==> src/rtl/dmem_pkg.sv <==
// Shared widths and FSM state encoding for the data-memory burst master.
// Leaf package: no timing or flow-control behaviour of its own.
package dmem_pkg;
  localparam int DEF_ADDR_W = 10;
  localparam int DEF_DATA_W = 32;
  localparam int DEF_LEN_W  = 10;

  typedef enum logic [2:0] {
    IDLE,
    WRITE,
    READ,
    RDRAIN,
    DONE
  } state_t;
endpackage

==> src/rtl/dmem_rd_slice.sv <==
// One-entry read output register; a load takes effect on the next edge (1 cycle).
// free is high when empty or draining this cycle; data/last hold while rd_valid & !rd_ready.
module dmem_rd_slice #(
  parameter int DATA_W = 32
) (
  input  logic              clk,
  input  logic              rst_n,
  input  logic              load,
  input  logic [DATA_W-1:0] load_data,
  input  logic              load_last,
  output logic              free,
  output logic              rd_valid,
  input  logic              rd_ready,
  output logic [DATA_W-1:0] rd_data,
  output logic              rd_last
);

  assign free = !rd_valid || rd_ready;

  // The owner only raises load while free, so a load never overwrites an unconsumed word.
  always_ff @(posedge clk or negedge rst_n) begin
    if (!rst_n) begin
      rd_valid <= 1'b0;
      rd_data  <= '0;
      rd_last  <= 1'b0;
    end else if (load) begin
      rd_valid <= 1'b1;
      rd_data  <= load_data;
      rd_last  <= load_last;
    end else if (rd_valid && rd_ready) begin
      rd_valid <= 1'b0;
      rd_last  <= 1'b0;
    end
  end

endmodule

==> src/rtl/dmem_burst_master.sv <==
// Burst master on the data-memory port: one write word per cycle, reads reach rd_* one cycle after fetch.
// Write bursts stall on wr_valid; read fetches stall while the output slice is full and rd_ready is low.
module dmem_burst_master
  import dmem_pkg::*;
#(
  parameter int ADDR_W = DEF_ADDR_W,
  parameter int DATA_W = DEF_DATA_W,
  parameter int LEN_W  = DEF_LEN_W
) (
  input  logic              clk,
  input  logic              rst_n,
  input  logic              cmd_valid,
  output logic              cmd_ready,
  input  logic              cmd_write,
  input  logic [ADDR_W-1:0] cmd_addr,
  input  logic [LEN_W-1:0]  cmd_len,
  input  logic              wr_valid,
  output logic              wr_ready,
  input  logic [DATA_W-1:0] wr_data,
  output logic              rd_valid,
  input  logic              rd_ready,
  output logic [DATA_W-1:0] rd_data,
  output logic              rd_last,
  output logic [ADDR_W-1:0] address,
  output logic [DATA_W-1:0] writedata,
  output logic              memread,
  output logic              memwrite,
  input  logic [DATA_W-1:0] readdata,
  output logic              busy,
  output logic              done
);

  state_t            state;
  state_t            next_state;
  logic [ADDR_W-1:0] cur_addr;
  logic [LEN_W-1:0]  count;
  logic              last_word;
  logic              slice_free;
  logic              load;
  logic              adv;

  assign last_word = (count == '0);

  always_ff @(posedge clk or negedge rst_n) begin
    if (!rst_n) begin
      state <= IDLE;
    end else begin
      state <= next_state;
    end
  end

  // Address wraps modulo 2^ADDR_W; the burst direction lives in the state itself.
  always_ff @(posedge clk or negedge rst_n) begin
    if (!rst_n) begin
      cur_addr <= '0;
      count    <= '0;
    end else if (state == IDLE && cmd_valid) begin
      cur_addr <= cmd_addr;
      count    <= cmd_len;
    end else if (adv) begin
      cur_addr <= cur_addr + ADDR_W'(1);
      count    <= count - LEN_W'(1);
    end
  end

  always_comb begin
    next_state = state;
    cmd_ready  = 1'b0;
    wr_ready   = 1'b0;
    memwrite   = 1'b0;
    memread    = 1'b0;
    address    = '0;
    writedata  = '0;
    load       = 1'b0;
    adv        = 1'b0;
    busy       = (state != IDLE);
    done       = 1'b0;
    case (state)
      IDLE: begin
        cmd_ready = 1'b1;
        if (cmd_valid) begin
          next_state = cmd_write ? WRITE : READ;
        end
      end
      WRITE: begin
        wr_ready  = 1'b1;
        memwrite  = wr_valid;
        writedata = wr_data;
        address   = cur_addr;
        if (wr_valid) begin
          adv = 1'b1;
          if (last_word) begin
            next_state = DONE;
          end
        end
      end
      READ: begin
        memread = 1'b1;
        address = cur_addr;
        if (slice_free) begin
          load = 1'b1;
          adv  = 1'b1;
          if (last_word) begin
            next_state = RDRAIN;
          end
        end
      end
      RDRAIN: begin
        if (rd_valid && rd_ready) begin
          next_state = DONE;
        end
      end
      DONE: begin
        done       = 1'b1;
        next_state = IDLE;
      end
      default: begin
        next_state = IDLE;
      end
    endcase
  end

  dmem_rd_slice #(
    .DATA_W(DATA_W)
  ) u_rd_slice (
    .clk      (clk),
    .rst_n    (rst_n),
    .load     (load),
    .load_data(readdata),
    .load_last(last_word),
    .free     (slice_free),
    .rd_valid (rd_valid),
    .rd_ready (rd_ready),
    .rd_data  (rd_data),
    .rd_last  (rd_last)
  );

endmodule

==> config.mk <==
export PLATFORM = sky130hd
export DESIGN_NAME = dmem_burst_master
export DESIGN_NICKNAME = d
export VERILOG_FILES = /design/src/rtl/dmem_pkg.sv /design/src/rtl/dmem_rd_slice.sv /design/src/rtl/dmem_burst_master.sv
export SDC_FILE = /design/constraint.sdc
export NUM_CORES = 1
export LEC_CHECK = 0
export ABC_AREA = 1
export CORE_AREA = 2 2 98 100
export DETAILED_ROUTE_END_ITERATION = 6
export DIE_AREA = 0 0 100 102
export HOLD_SLACK_MARGIN = 0.1
export PLACE_DENSITY = 0.85
export SKIP_LAST_GASP = 1
export SLEW_MARGIN = 20
export SYNTH_ARGS = -nofsm -noshare
export SYNTH_HDL_FRONTEND = slang
export SYNTH_SLANG_ARGS = --single-unit
==> constraint.sdc <==
create_clock -name clk -period 3.6 [get_ports clk]
set_input_delay 0.54 -clock clk [delete_from_list [all_inputs] [get_ports clk]]
set_output_delay 0.54 -clock clk [all_outputs]
set_load 0.05 [all_outputs]
==> out/metrics.cfg <==
[logic_synthesis]
synthDistinctLibCells = 31
yosys_register_bits = 57
post_synth_instance_area_um2 = 3140
syn_nets = 485
synth-warning-count = 0
post_synth_inst_count = 393
seq_area_frac_synth = 0.454
syn_avg_cell_area_um2 = 7.99

[die]
initial_utilization = 0.345
placement_rows = 35
floorplan.die_area_um2 = 10200
io-pin-count = 172
die_h_um = 102
core-area_um2 = 9110
die_width_um = 100

[sta]
fin_hold_ws_ns = 0.233
finalMaxSlewViolations = 0
finalClockSkew_ns = 0.00989
max_freq_mhz = 313
tns_ns = 0
worstMarginPinSlew_ns = 0.895
final_hold_viol_count = 0
final.min_clock_period_ns = 3.19
unrepaired_setup_endpoints_after_global_routing = no
worst_slew_margin_rel = 0.403
fin_crit_sh = 0.886
finalSetupViolCount = 0

[worst_setup_path]
critical_path.endpoint_type = output port
critPathRequiredTime_ns = 3.06
r2r_setup_slack_ns = 1.59
regToRegStartpoint = state[2]$_DFFE_PN0P_
start_kind = flip-flop
worst_r2r_path_depth = 9
classification_of_the_worst_setup_path = flip-flop to output port
crit-reg2reg-capture = state[1]$_DFFE_PN0P_
critical_path_arrival_ns = 2.65
critical_path.max_fanout = 33

[routing]
detail-route-antenna-nets = 0
drcViolationCount = 0
dr.first_iter.drc_count = 104
finalWirelength_mm = 8.65
drt_first_pass_iters = 4
viasPerCell = 4.62
routed-via-count = 3153
drt-wirelength-per-cell_um = 12.7

[clock_tree]
clock_insertion_delay_worst_skew_ns = 0.33
tritoncts.num_buffers = 9
clock-sinks = 57
cts_max_level = 3
ctsLongestPathBuffers = 2
cts_hold_buffers = 0
clock_transition_at_path_regs_ns = 0.07
cts-resized-gates = 0
cts_tree = built
clockRootBuffer = clkbuf_8
post-cts-setup-buffer-count = 0

[global_routing]
gr-total-overflow = 0
antenna_found_initial = 0
grt_first_pass_wirelength_mm = 14.2
grt_start_max_net_pins = 35
track_usage = 0.175
via_count_of_the_first_global_routing_pass = 3244

[placement]
gp_routability_congestion = 0.898
hpwl_mm = 6.69
port_buffers = 171

[flow_run]
max-cap-violations = 0

[power]
share_seq_of_total_power = 0.223
pwr-share-comb = 0.667
internal_power_uw = 2510
peakVddDrop_mv = 0.588
power_density_nw_per_um2 = 1040
cellLeakagePower_uw = 0.00240
netSwitchingPower_uw = 2780
clockPowerShare = 0.109
power.share.switching = 0.526

[outcome]
status = finished clean

[finish]
drive_gt1_frac = 0.126
total_inserted_antenna_cells = 0
final_cell_mix = clkdlybuf4s50_1, nand2_1, nor2_1, inv_1, dfrtp_1
nets = 659
layout.cells.most_common = clkdlybuf4s50_1
area_delta_synth_final_pct = 62.6

[hold_path]
timing.hold.worst.class = primary input to asynchronous set/reset pin

==> layer usage <==
layer	wire length, µm	share of wire	GRT usage	vias up
met5	0	0	0	-
met4	60	0.0069	0.0516	0
met3	722	0.083	0.0561	6
met2	4370	0.50	0.315	135
met1	3500	0.40	0.201	1439
li1	-	-	-	1573
==> how the worst max path moves through the flow <==
stage                         startpoint       endpoint  slack, ns  cells past startpoint
global route        state[2]$_DFFE_PN0P_  writedata[14]       0.10                      6
global placement    state[2]$_DFFE_PN0P_  writedata[18]       0.85                      6
CTS                 state[2]$_DFFE_PN0P_  writedata[16]       0.32                      6
finish              state[2]$_DFFE_PN0P_  writedata[16]       0.41                      6
floorplan           state[2]$_DFFE_PN0P_     address[0]       0.48                      7
detailed placement  state[2]$_DFFE_PN0P_  writedata[16]       0.72                      6
==> power groups by stage <==
stage               Combinational, µW  Sequential, µW  Clock, µW
detailed placement               3560            1190          0
finish                           3530            1180        579
global route                     3790            1230        633
CTS                              3570            1180        605
floorplan                        1840            1830          0
global placement                 3490            1170          0
==> critical path, stage by stage, from the launching register on <==
cell and delay [ns]:
dfrtp_1 0.41, inv_1 0.13, nand2_1 0.08, nor2_1 0.19
inv_1 0.42, nor2_1 0.24, clkdlybuf4s50_1 0.84
==> registers in the layout, summed over array words and instances, names as in the netlist <==
signal,flops
count,10
cur_addr,10
state,3
u_rd_slice.rd_data,32
u_rd_slice.rd_last,1
u_rd_slice.rd_valid,1
==> per-stage QoR <==
| step | worst slack (ns) | power, µW | utilization | std cells | instance area [µm²] |
|---|---|---|---|---|---|
| floorplan | 0.483 | 3670 | - | 393 | 3140 |
| global placement | 0.847 | 4660 | 0.539 | 667 | 4910 |
| detailed placement | 0.717 | 4750 | 0.539 | 667 | 4910 |
| CTS | 0.316 | 5350 | 0.561 | 683 | 5110 |
| global route | 0.105 | 5660 | 0.561 | 683 | 5110 |
| finish | 0.409 | 5290 | 0.561 | 683 | 5110 |
==> Yosys cell counts <==
| cell type | number | area (µm²) |
|---|---|---|
| nor3_4 | 1 | 16.3 |
| inv_1 | 62 | 233 |
| buf_6 | 3 | 33.8 |
| nor3_1 | 3 | 15.0 |
| buf_1 | 1 | 3.75 |
| clkbuf_1 | 3 | 11.3 |
| o21ai_0 | 22 | 110 |
| buf_2 | 3 | 15.0 |
| o211ai_1 | 5 | 37.5 |
| nand3_2 | 1 | 10.0 |
| inv_2 | 1 | 3.75 |
| nand2_1 | 79 | 297 |
| nand4_1 | 6 | 37.5 |
| ha_1 | 2 | 25.0 |
| nor2_2 | 1 | 6.26 |
| xor2_1 | 1 | 8.76 |
| or2_1 | 1 | 6.26 |
| mux2_2 | 29 | 327 |
| clkinv_1 | 1 | 3.75 |
| xnor2_1 | 1 | 8.76 |
| nand3_1 | 27 | 135 |
| or2_0 | 1 | 6.26 |
| nand2_2 | 3 | 18.8 |
| a21oi_1 | 2 | 10.0 |
| o21ai_1 | 1 | 5.00 |
| and2_1 | 1 | 6.26 |
| mux2_1 | 3 | 33.8 |
| or2_2 | 5 | 31.3 |
| buf_4 | 2 | 15.0 |
| nor2_1 | 65 | 244 |
| dfrtp_1 | 57 | 1430 |
==> cells by family (layout without fill, tap and decap cells) <==
kind of cell / count (synthesis) / after routing / share of synthesized area
AND/OR/NAND/NOR: 194 / 194 / 0.264
buffers and inverters: 76 / 255 / 0.102
flip-flops: 57 / 57 / 0.454
multiplexers: 32 / 32 / 0.115
AO/OA/AOI/OAI: 30 / 30 / 0.0518
adder cells (fa/ha/maj): 2 / 2 / 0.00797
XOR/XNOR: 2 / 2 / 0.00558
==> final cells by class <==
cell class	instances	area (µm²)
clock buffers	10	138
clock inverters	6	57.6
fillers	848	4000
inverters	64	240
multi-input cells	260	1400
flip-flops and latches	57	1430
well taps	111	139
repair buffers	175	1710
No activity file was read; power rests on OpenSTA's default activity.
